`src/rtl/mul8_seq.sv`:
```
// Sequential 8x8 unsigned shift-add multiplier, P = MC*MP (+ AD when MUL8_ADD_EN is defined).
// One multiplier bit per clock; start/busy/done handshake, 9 clocks from start edge to done.
module mul8_seq (
  input  logic        clk,
  input  logic        rst,
  input  logic        start,
  input  logic [7:0]  MC,
  input  logic [7:0]  MP,
`ifdef MUL8_ADD_EN
  input  logic [7:0]  AD,
`endif
  output logic [15:0] P,
  output logic        busy,
  output logic        done
);

  typedef enum logic [1:0] {
    IDLE = 2'd0,
    BUSY = 2'd1,
    DONE = 2'd2
  } state_t;

  state_t      r_state;
  state_t      w_next;
  logic [15:0] r_acc;
  logic [15:0] r_mcand;
  logic [15:0] r_p;
  logic [7:0]  r_mplier;
  logic [2:0]  r_cnt;
  logic [15:0] w_acc_init;
  logic [15:0] w_acc_sum;
  logic        w_load;
  logic        w_last;

`ifdef MUL8_ADD_EN
  assign w_acc_init = {8'h00, AD};
`else
  assign w_acc_init = '0;
`endif

  assign w_acc_sum = r_mplier[0] ? (r_acc + r_mcand) : r_acc;
  assign P         = r_p;

  always_comb begin
    w_next = r_state;
    busy   = 1'b0;
    done   = 1'b0;
    w_load = 1'b0;
    w_last = 1'b0;
    case (r_state)
      IDLE: begin
        if (start) begin
          w_load = 1'b1;
          w_next = BUSY;
        end
      end
      BUSY: begin
        busy = 1'b1;
        if (r_cnt == 3'd7) begin
          w_last = 1'b1;
          w_next = DONE;
        end
      end
      DONE: begin
        done = 1'b1;
        if (start) begin
          w_load = 1'b1;
          w_next = BUSY;
        end else begin
          w_next = IDLE;
        end
      end
      default: w_next = IDLE;
    endcase
  end

  always_ff @(posedge clk) begin
    if (rst) begin
      r_state  <= IDLE;
      r_acc    <= '0;
      r_mcand  <= '0;
      r_mplier <= '0;
      r_cnt    <= '0;
      r_p      <= '0;
    end else begin
      r_state <= w_next;
      if (w_load) begin
        r_acc    <= w_acc_init;
        r_mcand  <= {8'h00, MC};
        r_mplier <= MP;
        r_cnt    <= '0;
      end else if (r_state == BUSY) begin
        r_acc    <= w_acc_sum;
        r_mcand  <= {r_mcand[14:0], 1'b0};
        r_mplier <= {1'b0, r_mplier[7:1]};
        r_cnt    <= r_cnt + 3'd1;
      end
      // The final bit's partial product goes straight into P on the last BUSY edge.
      if (w_last) begin
        r_p <= w_acc_sum;
      end
    end
  end

endmodule

```
`config.mk`:
```
export PLATFORM = sky130hd
export DESIGN_NAME = mul8_seq
export DESIGN_NICKNAME = d
export VERILOG_FILES = /design/src/rtl/mul8_seq.sv
export SDC_FILE = /design/constraint.sdc
export NUM_CORES = 1
export LEC_CHECK = 0
export CORE_MARGIN = 10
export CORE_UTILIZATION = 25
export CTS_CLUSTER_DIAMETER = 150
export DETAILED_ROUTE_END_ITERATION = 12
export SLEW_MARGIN = 20
export SYNTH_ARGS = -nofsm -noshare
export SYNTH_HDL_FRONTEND = slang
export SYNTH_SLANG_ARGS = --single-unit
```
`constraint.sdc`:
```
create_clock -name clk -period 4.1 [get_ports clk]
set_clock_uncertainty 0.15 [all_clocks]
set_input_delay 1.23 -clock clk [delete_from_list [all_inputs] [get_ports clk]]
set_output_delay 1.23 -clock clk [all_outputs]
set_load 0.02 [all_outputs]
```
# After elaboration in Yosys (flattened, before gate mapping)
# Index checks and enable logic that the tools add are counted.
[op_classes]
add_sub_neg = 2
n_eq_ne = 5
muxes = 15
reduce_logical = 5
[op_table]
columns = ["operator", "n"]
rows = [
  ["8-bit two-way mux", 4],
  ["16-bit adder", 1],
  ["16-bit two-way mux", 1],
  ["1-bit two-way mux", 7],
  ["2-bit one-hot mux with 3 select lines", 1],
  ["2-bit two-way mux", 2],
  ["2-bit inequality test (second input constant)", 2],
  ["2-bit OR reduction", 2],
  ["3-bit by 1-bit adder with 3-bit output (second input constant)", 1],
  ["3-bit == test (second input constant)", 1],
  ["2-bit by 1-bit == test with 1-bit output (second input constant)", 1],
  ["2-bit == test (second input constant)", 1],
  ["2-bit zero test", 1],
  ["2-bit AND reduction", 1],
  ["2-bit nonzero test", 1],
]
[totals]
register_bits = 61
in_bits = 19
out_inout_bits = 18
word_cells = 34

# Logic depth before layout (Yosys ltp)
# Gate-level depths: netlist of run 1.
[depth]
depth_word = 4
depth_mapped = 9
depth_no_buf = 9

# Worst setup path before layout of run 1
# Ideal clock, no wire load.
[synth_path]
kind = "register -> register"
startpoint = "register r_acc[0]"
endpoint = "register r_p[14] (netlist: P[14])"
setup_ns = 0.086
arrival_time_ns = 2.394
t_required_ns = 3.864
setup_slack_ns = 1.471
path_stages_with_launch = 10
n_path_buf = 0
synth_period_minus_slack_ns = 2.629
path_cell_list = "dfxtp_1 ha_1 fa_1 a21oi_1 o211ai_1 nand3_1 nor2_1 nor4_1 mux2_2 a211oi_1"
[synth_between]
elab_chain_len = 2
[synth_rtl]
columns = ["element", "line", "text"]
rows = [
  ["from (decl)", "25", "logic [15:0] r_acc;"],
  ["from (signal assigned)", "88", "r_acc <= w_acc_init;"],
  ["from (signal assigned)", "93", "r_acc <= w_acc_sum;"],
  ["16-bit adder", "41", "assign w_acc_sum = r_mplier[0] ? (r_acc + r_mcand) : r_acc;"],
  ["16-bit two-way mux", "41", ""],
  ["to (signal assigned)", "100", "r_p <= w_acc_sum;"],
  ["to (decl)", "27", "logic [15:0] r_p;"],
]
# No other way between the ends.
# A chain may end at the register's enable or synchronous reset.

# Final worst setup path of run 1
# Same ends and word-level chain as after synthesis.

==> impl_summary.md, run 1 <==
Clocking
The root cell of the clock tree is clkbuf_16. The count of clock tree sinks is just over 60. The number of levels the H-tree was split into is 3. After clock tree synthesis, the clock-pin slew on the worst setup and hold paths is 50 ps. The number of buffers inserted during clock tree synthesis is 9.

TritonCTS built the clock tree. The post-cts sizing count is 0. The worst-skew pair later-pin latency is roughly 330 ps. The post-cts hold buffer count is 0. The buffer depth of the longest clock path is 2. Once the clock tree was built, the setup fixing pass inserted 0 buffers.

Timing
Setup repair after global routing left no endpoint under its margin. Of the available clock period, the critical path in the final layout requires 0.7205. The worst pin sits at a relative slew slack of 0.4333.

At the pin with the least slew margin, the transition time is 850.1 ps. The number of hold-slack violations in the final timing report is 0. The setup TNS after final layout is 0 ps. Setup violations remaining at the end of the flow were counted as 0. The routed design could run at a clock period as short as approximately 3000 ps. The maximum clock frequency is approximately 340 MHz.

Setup slack closes at about 1100 ps. The number of pins exceeding their max-slew limit in the final report was 0. The worst hold slack after final layout is about 310 ps.

Power and ir drop
Of the total power, the clock network draws 0.537. The total power per unit cell area is between 400 and 500 mW/mm^2. The worst supply voltage drop on vdd is around 0.25 mV. In this run the power spent charging and discharging nets is ~370 uW.

The static power due to leakage is between 1 and 1.5 nW. Cell internal power was estimated by the tool at approximately 1.3 mW. The switching share of total power is 0.2177. The sequential fraction of design power is 0.372. The share of total power dissipated in combinational logic is 0.090.

Cells and area
The total non-filler cell area in the finished layout is 0.003924 sq mm. The library cell used most frequently in the layout, excluding fill and tap cells, is nand2_1. Of the cells placed in the final design, the portion with a size suffix greater than 1 is 0.06280. In the layout the commonest cells are nand2_1 (63), dfxtp_1 (61), nor2_1 (49). 0 antenna diodes ended up in the layout. From synthesis to final layout, the design area changed by 27.95%. The fill cell total of the finished layout is 1,239. For this run, the post-layout net count is ~450.

Placement
Detailed placement ended at an HPWL of 5678 um. The count of input and output buffers is 36. The worst slack after detailed placement is roughly 1000 ps. The congestion estimate from routability-driven global placement came to between 0.8 and 0.9. The post-placement cell area is 0.003563 sq mm.

Worst setup path
The worst setup path is captured at a flop. The worst setup path is of the reg -> reg kind. In this run the worst path has a maximum fanout of 3. The endpoint identified for the worst register-to-register timing path is P[14]. The data arrival at the endpoint of the critical path is just over 3000 ps. The startpoint type of the worst setup path is a flop. STA puts the critical path data required time at 4200 ps. The register-to-register setup slack is about 1100 ps.

The startpoint of the lowest-slack register-to-register path is r_acc[0]. Counting cells, the worst reg-to-reg path comes to 9.

Floorplanning
The cell row count is 40. The die covers 0.01710 sq mm. The floorplan die height is roughly 130 um. The number of ports placed on the die boundary is 37. The core area is 0.01201 sq mm.

For this configuration, the core starts out at a cell density of 0.2553. The die outline width is 130.8 um.

Global routing
For this run, the total global-route usage over all layers was measured as 0.09213. The remaining global-route overflow is 0. The routing usage on met2 is 0.1454. The via count of the first global-routing pass is ~2,600. The met3 demand-to-capacity share in global routing is 0.01732.

The initial antenna violation count came to 0. The busiest layer in global routing is met2. The largest net degree at the start of global routing is 35. The wire length of the first global-routing pass is 12,690 um. For met1 alone, demand over resource in global routing was 0.1176.

Route
The wire length after detailed routing is between 7000 and 8000 um. Using the TritonRoute via totals, the vias-per-cell ratio works out to about 4.8. The detailed-router iteration count before antenna repair is 4.

In the routed design, unresolved DRC markers number 0. The detailed-route wire length per cell is 13.68 um. The count of vias placed by the detailed router is roughly 2,700.

The first routing iteration left 110 violations. Once detail routing completed, the nets flagged for antenna violations numbered 0.

Logic synthesis
The library cell with the largest summed area after synthesis is dfxtp_1. The number of distinct library cell variants in the gate-level netlist after synthesis is 38. In the synthesized netlist, the number of instances is 380. The leading register cell type out of synthesis is dfxtp_1. The number of flops mapped to enable cells by yosys is 0. The top-area cell type share of the netlist area is 0.3982. The share of the Yosys chip area taken by registers is 0.3982. Counting flops with an async set or reset pin after synthesis yields a share of 0.

The synthesized flop and latch total is between 60 and 70. The number of nets in the synthesized netlist is approximately 420. By area the synthesized netlist is led by dfxtp_1 (40%), nand2_1 (7.7%), ha_1 (6.9%). The netlist area before placement is about 0.003 sq mm. The mean cell area of the mapped netlist is around 8.1 sq um. The synthesis warning total is 0.

Min path
The class of the tightest hold or removal check is reg -> reg. The worst hold path was traced through 2 stages. The start point of the worst hold path is r_cnt[1]. The worst hold path terminates at r_cnt[1].

Status
The flow ran to the end, and the final reports show no timing, DRC or antenna violations.

Flow run
The tool flagged a number of max-cap violations equal to 0.
[layer usage]
metal / wire length, um / up-vias / share of wire
li1: - / 1406 / -
met5: 0 / - / 0
met3: 328 / 10 / 0.043
met2: 3555 / 49 / 0.46
met4: 148 / 0 / 0.019
met1: 3643 / 1247 / 0.47
[critical path: stages, from the launching register on]
cell and delay (ps):
dfxtp_1 320, ha_1 240, fa_1 410, a21oi_1 260, o211ai_1 190, nand3_1 170, nor2_1 70, nor4_1 480
mux2_2 390, a211oi_1 180
[synthesized netlist by cell type (3+ instances only)]
| cell | instances |
|---|---|
| a311oi_1 | 7 |
| and3_1 | 3 |
| o22ai_1 | 9 |
| nor2b_1 | 4 |
| a21oi_1 | 41 |
| ha_1 | 17 |
| nand3_1 | 7 |
| a21o_1 | 7 |
| and2_1 | 3 |
| nor3_1 | 12 |
| o21ai_0 | 6 |
| nand2_1 | 63 |
| xor2_1 | 5 |
| nand2b_1 | 3 |
| xnor2_1 | 7 |
| nor2_1 | 49 |
| clkbuf_1 | 19 |
| buf_1 | 3 |
| a211oi_1 | 17 |
| dfxtp_1 | 61 |
| mux2i_1 | 10 |
| inv_1 | 4 |
[metrics by stage]
step | power, mW | instances | utilization
after floorplan | 0.7405 | 380 | -
after global placement | 0.7876 | 545 | 0.2967
after detailed placement | 0.7926 | 545 | 0.2967
after CTS | 1.700 | 561 | 0.3267
after global routing | 1.737 | 561 | 0.3267
final | 1.685 | 561 | 0.3267
[cells by family (layout without fill, tap and decap cells)]
group | count (synthesis) | after routing | synth area share
and+or+nand+nor | 149 | 149 | 0.2052
AOI/OAI and AO/OA | 101 | 101 | 0.2150
DFF | 61 | 61 | 0.3982
buffers and inverters | 28 | 62 | 0.03509
adders and majority gates | 18 | 18 | 0.07589
xor gates and xnor gates | 12 | 12 | 0.03427
muxes | 11 | 11 | 0.03631
[layout make-up]
type	instances	area, sq um	share of cell area
sequential	61	1221	0.3112
tap	147	183.9	0.04687
inverter	4	15.01	0.003827
clock buffer	13	270.3	0.06888
multi-input combinational	291	1738	0.4429
clock inverter	3	90.09	0.02296
timing repair buffer	42	405.4	0.1033
[sequential cells by signal, indices dropped and copies added (netlist names)]
signal	count
P	16
r_acc	16
r_cnt	3
r_mcand	16
r_mplier	8
r_state	2
[how the worst max path moves through the flow]
stage | from | end | slack [ps] | depth (start not counted)
2_1_floorplan | r_acc[0] | P[14] | 1470 | 9
3_3_place_gp | start | r_acc[12] | 1060 | 6
3_5_place_dp | start | r_acc[12] | 1010 | 6
4_1_cts | r_state[1] | busy | 1100 | 3
5_1_grt | r_acc[0] | P[14] | 890 | 9
6_report | r_acc[0] | P[14] | 1150 | 9
[power groups by stage]
stage,logic (mW),clock network [mW],registers (mW)
2_1_floorplan,0.105,0,0.635
3_3_place_gp,0.149,0,0.639
3_5_place_dp,0.153,0,0.640
4_1_cts,0.154,0.919,0.627
5_1_grt,0.171,0.937,0.629
6_report,0.152,0.906,0.627
Power figures use the tool's default switching activity.
==> run 2, diff against run 1 <==
==> constraint.sdc (replaced) <==
create_clock -name clk -period 2.4 [get_ports clk]
set_clock_uncertainty 0.15 [all_clocks]
set_input_delay 0.72 -clock clk [delete_from_list [all_inputs] [get_ports clk]]
set_output_delay 0.72 -clock clk [all_outputs]
set_load 0.02 [all_outputs]
==> impl_summary.md, run 2 (synthesized netlist as in run 1, its figures left out) <==
Status
The run finished, with violations left. The checks that failed: setup timing.

Worst setup path
The register-to-register setup slack was -20 ps (-1160 ps). The count of cells along the worst register-to-register path is 9 (unchanged). The required time reported for the critical path endpoint came to 2510 ps (-1690 ps).

STA classifies the critical path startpoint as a flop. The most critical setup path has its startpoint at r_mcand[0]. The largest fanout on the critical path is 2 (-1). STA classifies the critical path endpoint as a flop.

The path type of the worst setup path is reg -> reg. The end of the worst register-to-register path is P[14]. The data arrival at the endpoint of the critical path came to 2520 ps (-530 ps). The most critical setup path has its endpoint at P[14]. In this run the critical register-to-register path is launched from r_mcand[0].

Min path
The number of instances on the worst hold path came to 2 (unchanged). The class of the tightest hold or removal check is reg -> reg.

Route
The via density per instance is 4.847 (+0.26%). The count of antenna-violating nets left after detailed routing came to 0 (unchanged). The detailed-route wire length per cell is 14.74 um (+7.7%). The count of vias placed by the detailed router is 2,879 (+6.2%). The count of unresolved DRC violations after routing was 0 (unchanged).

The wire length after detailed routing was 8755 um (+14%). The detailed-router iteration count before antenna repair was 6 (+2). The number of DRC markers after the initial detailed-route iteration was 186 (+69%).

Cells and area
The top cell types in the final layout, fill and taps aside, are nand2_1 (62), dfxtp_1 (56), nor2_1 (46). Relative to the synthesized area, the layout overhead comes to 41.00%. The final standard cell utilization of the core is 0.3600 (+0.03333). The ratio of cells with drive above 1 in the final layout is 0.2103 (+0.1475).

The most common library cell in the layout ignoring fill and taps is nand2_1. The number of nets in the final layout is 480 (+7.6%). The final antenna diode count is 0 (unchanged).

Power and ir drop
The static power due to leakage is 1.656 nW (+11%). The total power per unit cell area is 618.3 mW/mm^2 (+44%). The total power consumption of the routed design is 2.674 mW (+59%). The worst supply voltage drop on vdd is 0.3204 mV (+26%). The switching component of the power is 643.8 uW (+75%). The combinational share of power is 0.112 (+0.022).

The switching share of total power is 0.2408 (+0.02308). The share of total power in the clock network is 0.486 (-0.051). The sequential fraction of design power is 0.403 (+0.031). The internal power is 2.030 mW (+54%).

Timing
The shortest clock period the worst path allows after layout is 2416 ps (-538.1 ps). The number of pins exceeding their max-slew limit in the final report was 0 (unchanged). The maximum clock frequency is 413.9 MHz (+22%).

The number of hold-slack violations in the final timing report came to 0 (unchanged). Setup repair after global routing could not meet its margin everywhere. The post-route fraction of the period consumed by the critical path is 1.007 (+0.2862). The setup violation total in the final timing report is 1 (+1).

The setup TNS after final layout is -16.01 ps (-16.01 ps). The transition time at the pin with the least slew margin is 404.2 ps (-445.9 ps). The smallest setup slack after layout came to -16.01 ps (-1162 ps). The relative max-transition margin is 0.7295 (+0.2962). The worst hold slack after final layout came to 310.9 ps (-1.485 ps).

Clocking
The CTS tree is done. The worst-skew pair later-pin latency is 330 ps (about the same). The buffer depth of the longest clock path is 2 (unchanged). The number of levels the H-tree was split into is 3 (unchanged). The count of clock tree sinks is 61 (unchanged). The number of buffers inserted during clock tree synthesis is 9 (unchanged).

The clock-pin slew on the worst setup and hold paths is 50 ps (about the same). The root cell of the clock tree is clkbuf_16.

Placement
The count of input and output buffers was 36 (unchanged). The routability congestion estimate from global placement is 0.8895 (+8.8%). The detailed-placement wirelength estimate is 6201 um (+9.2%).

Global routing
The via count of the first global-routing pass is 2,873 (+9.9%). The remaining global-route overflow is 0 (unchanged). The largest net degree at the start of global routing was 35 (unchanged). The initial antenna violation count is 0 (unchanged). The overall global routing resource usage was 0.1065 (+0.01432). The wire length of the first global-routing pass came to 14,350 um (+13%).

Floorplanning
The die outline width is 130.8 um (unchanged). The number of ports placed on the die boundary is 37 (unchanged). The floorplan die height was 130.8 um (unchanged). The effective utilization at floorplan was 0.2553 (unchanged).

The cell row count was 40 (unchanged). The core area is 0.01201 sq mm (unchanged). The area enclosed by the die boundary came to 0.01710 sq mm (unchanged).

Flow run
The count of maximum capacitance violations is 0 (unchanged).
-- run 2: changes by cell type in the layout (fill, tap and decap cells not counted), moves of 3 or more --
| cell | change |
|---|---|
| buf_4 | +32 |
| ha_1 | -9 |
| a21oi_1 | -7 |
| a21oi_2 | +7 |
| dfxtp_1 | -5 |
| ha_4 | +5 |
| ha_2 | +4 |
| dfxtp_2 | +3 |
| nor2_1 | -3 |
| nor2_2 | +3 |
-- run 2: routing by layer --
metal,global-route usage,share of wire,vias up
met1,0.1413,0.49,1338
met2,0.1543,0.43,61
met4,0.04055,0.013,0
met3,0.03747,0.061,11
met5,0,0,-
li1,-,-,1469
-- run 2: worst max-delay path, cell delays in order (launching register included) --
cell and delay (ps):
dfxtp_2 330, ha_4 160, fa_2 350, a21oi_2 150, o211ai_1 110, nand3_1 160
nor2_2 60, nor4_4 330, mux2_4 340, a211oi_2 200
-- run 2: worst min-delay path by stage --
stage / start / endpoint / slack, ps
after floorplan: r_acc[13] / r_acc[13] / 280
after global placement: r_cnt[2] / r_cnt[2] / 300
after detailed placement: r_cnt[1] / r_cnt[1] / 310
after CTS: r_cnt[1] / r_cnt[1] / 310
after global routing: r_mcand[15] / r_mcand[15] / 330
final: r_cnt[1] / r_cnt[1] / 310
-- run 2: stage by stage --
step / instances / setup WS (ps) / area (sq um)
6_report: 594 / -16.01 / 4324
5_1_grt: 594 / -157.5 / 4324
4_1_cts: 593 / -41.25 / 4172
3_5_place_dp: 570 / -85.95 / 3779
3_3_place_gp: 570 / -26.04 / 3779
2_1_floorplan: 380 / -26.34 / 3082
-- run 2: power groups by stage --
stage                     clock network (mW)  registers, mW  logic (mW)
after floorplan                            0           1.09       0.180
after global placement                     0           1.09       0.277
after CTS                               1.33           1.07       0.286
after global routing                    1.38           1.08       0.334
final                                   1.30           1.08       0.298
after detailed placement                   0           1.09       0.279
-- run 2: final cells by class --
type	count	area, sq um
clock buffer	11	252.7
clock inverter	4	47.55
fill	1234	7687
inverter	4	15.01
multi-input combinational	291	1916
sequential	61	1232
tap	147	183.9
timing repair buffer	76	676.9
-- run 2: repair_timing --
item / 4_1_cts / 5_1_grt
pin swaps: 9 / 19
buffers inserted: 8 / 2
hold endpoints to repair: 0 / 0
gates resized for setup: 7 / 31
setup endpoints to repair: 3 / 13
cloned: 0 / 0
hold buffers: 0 / 0
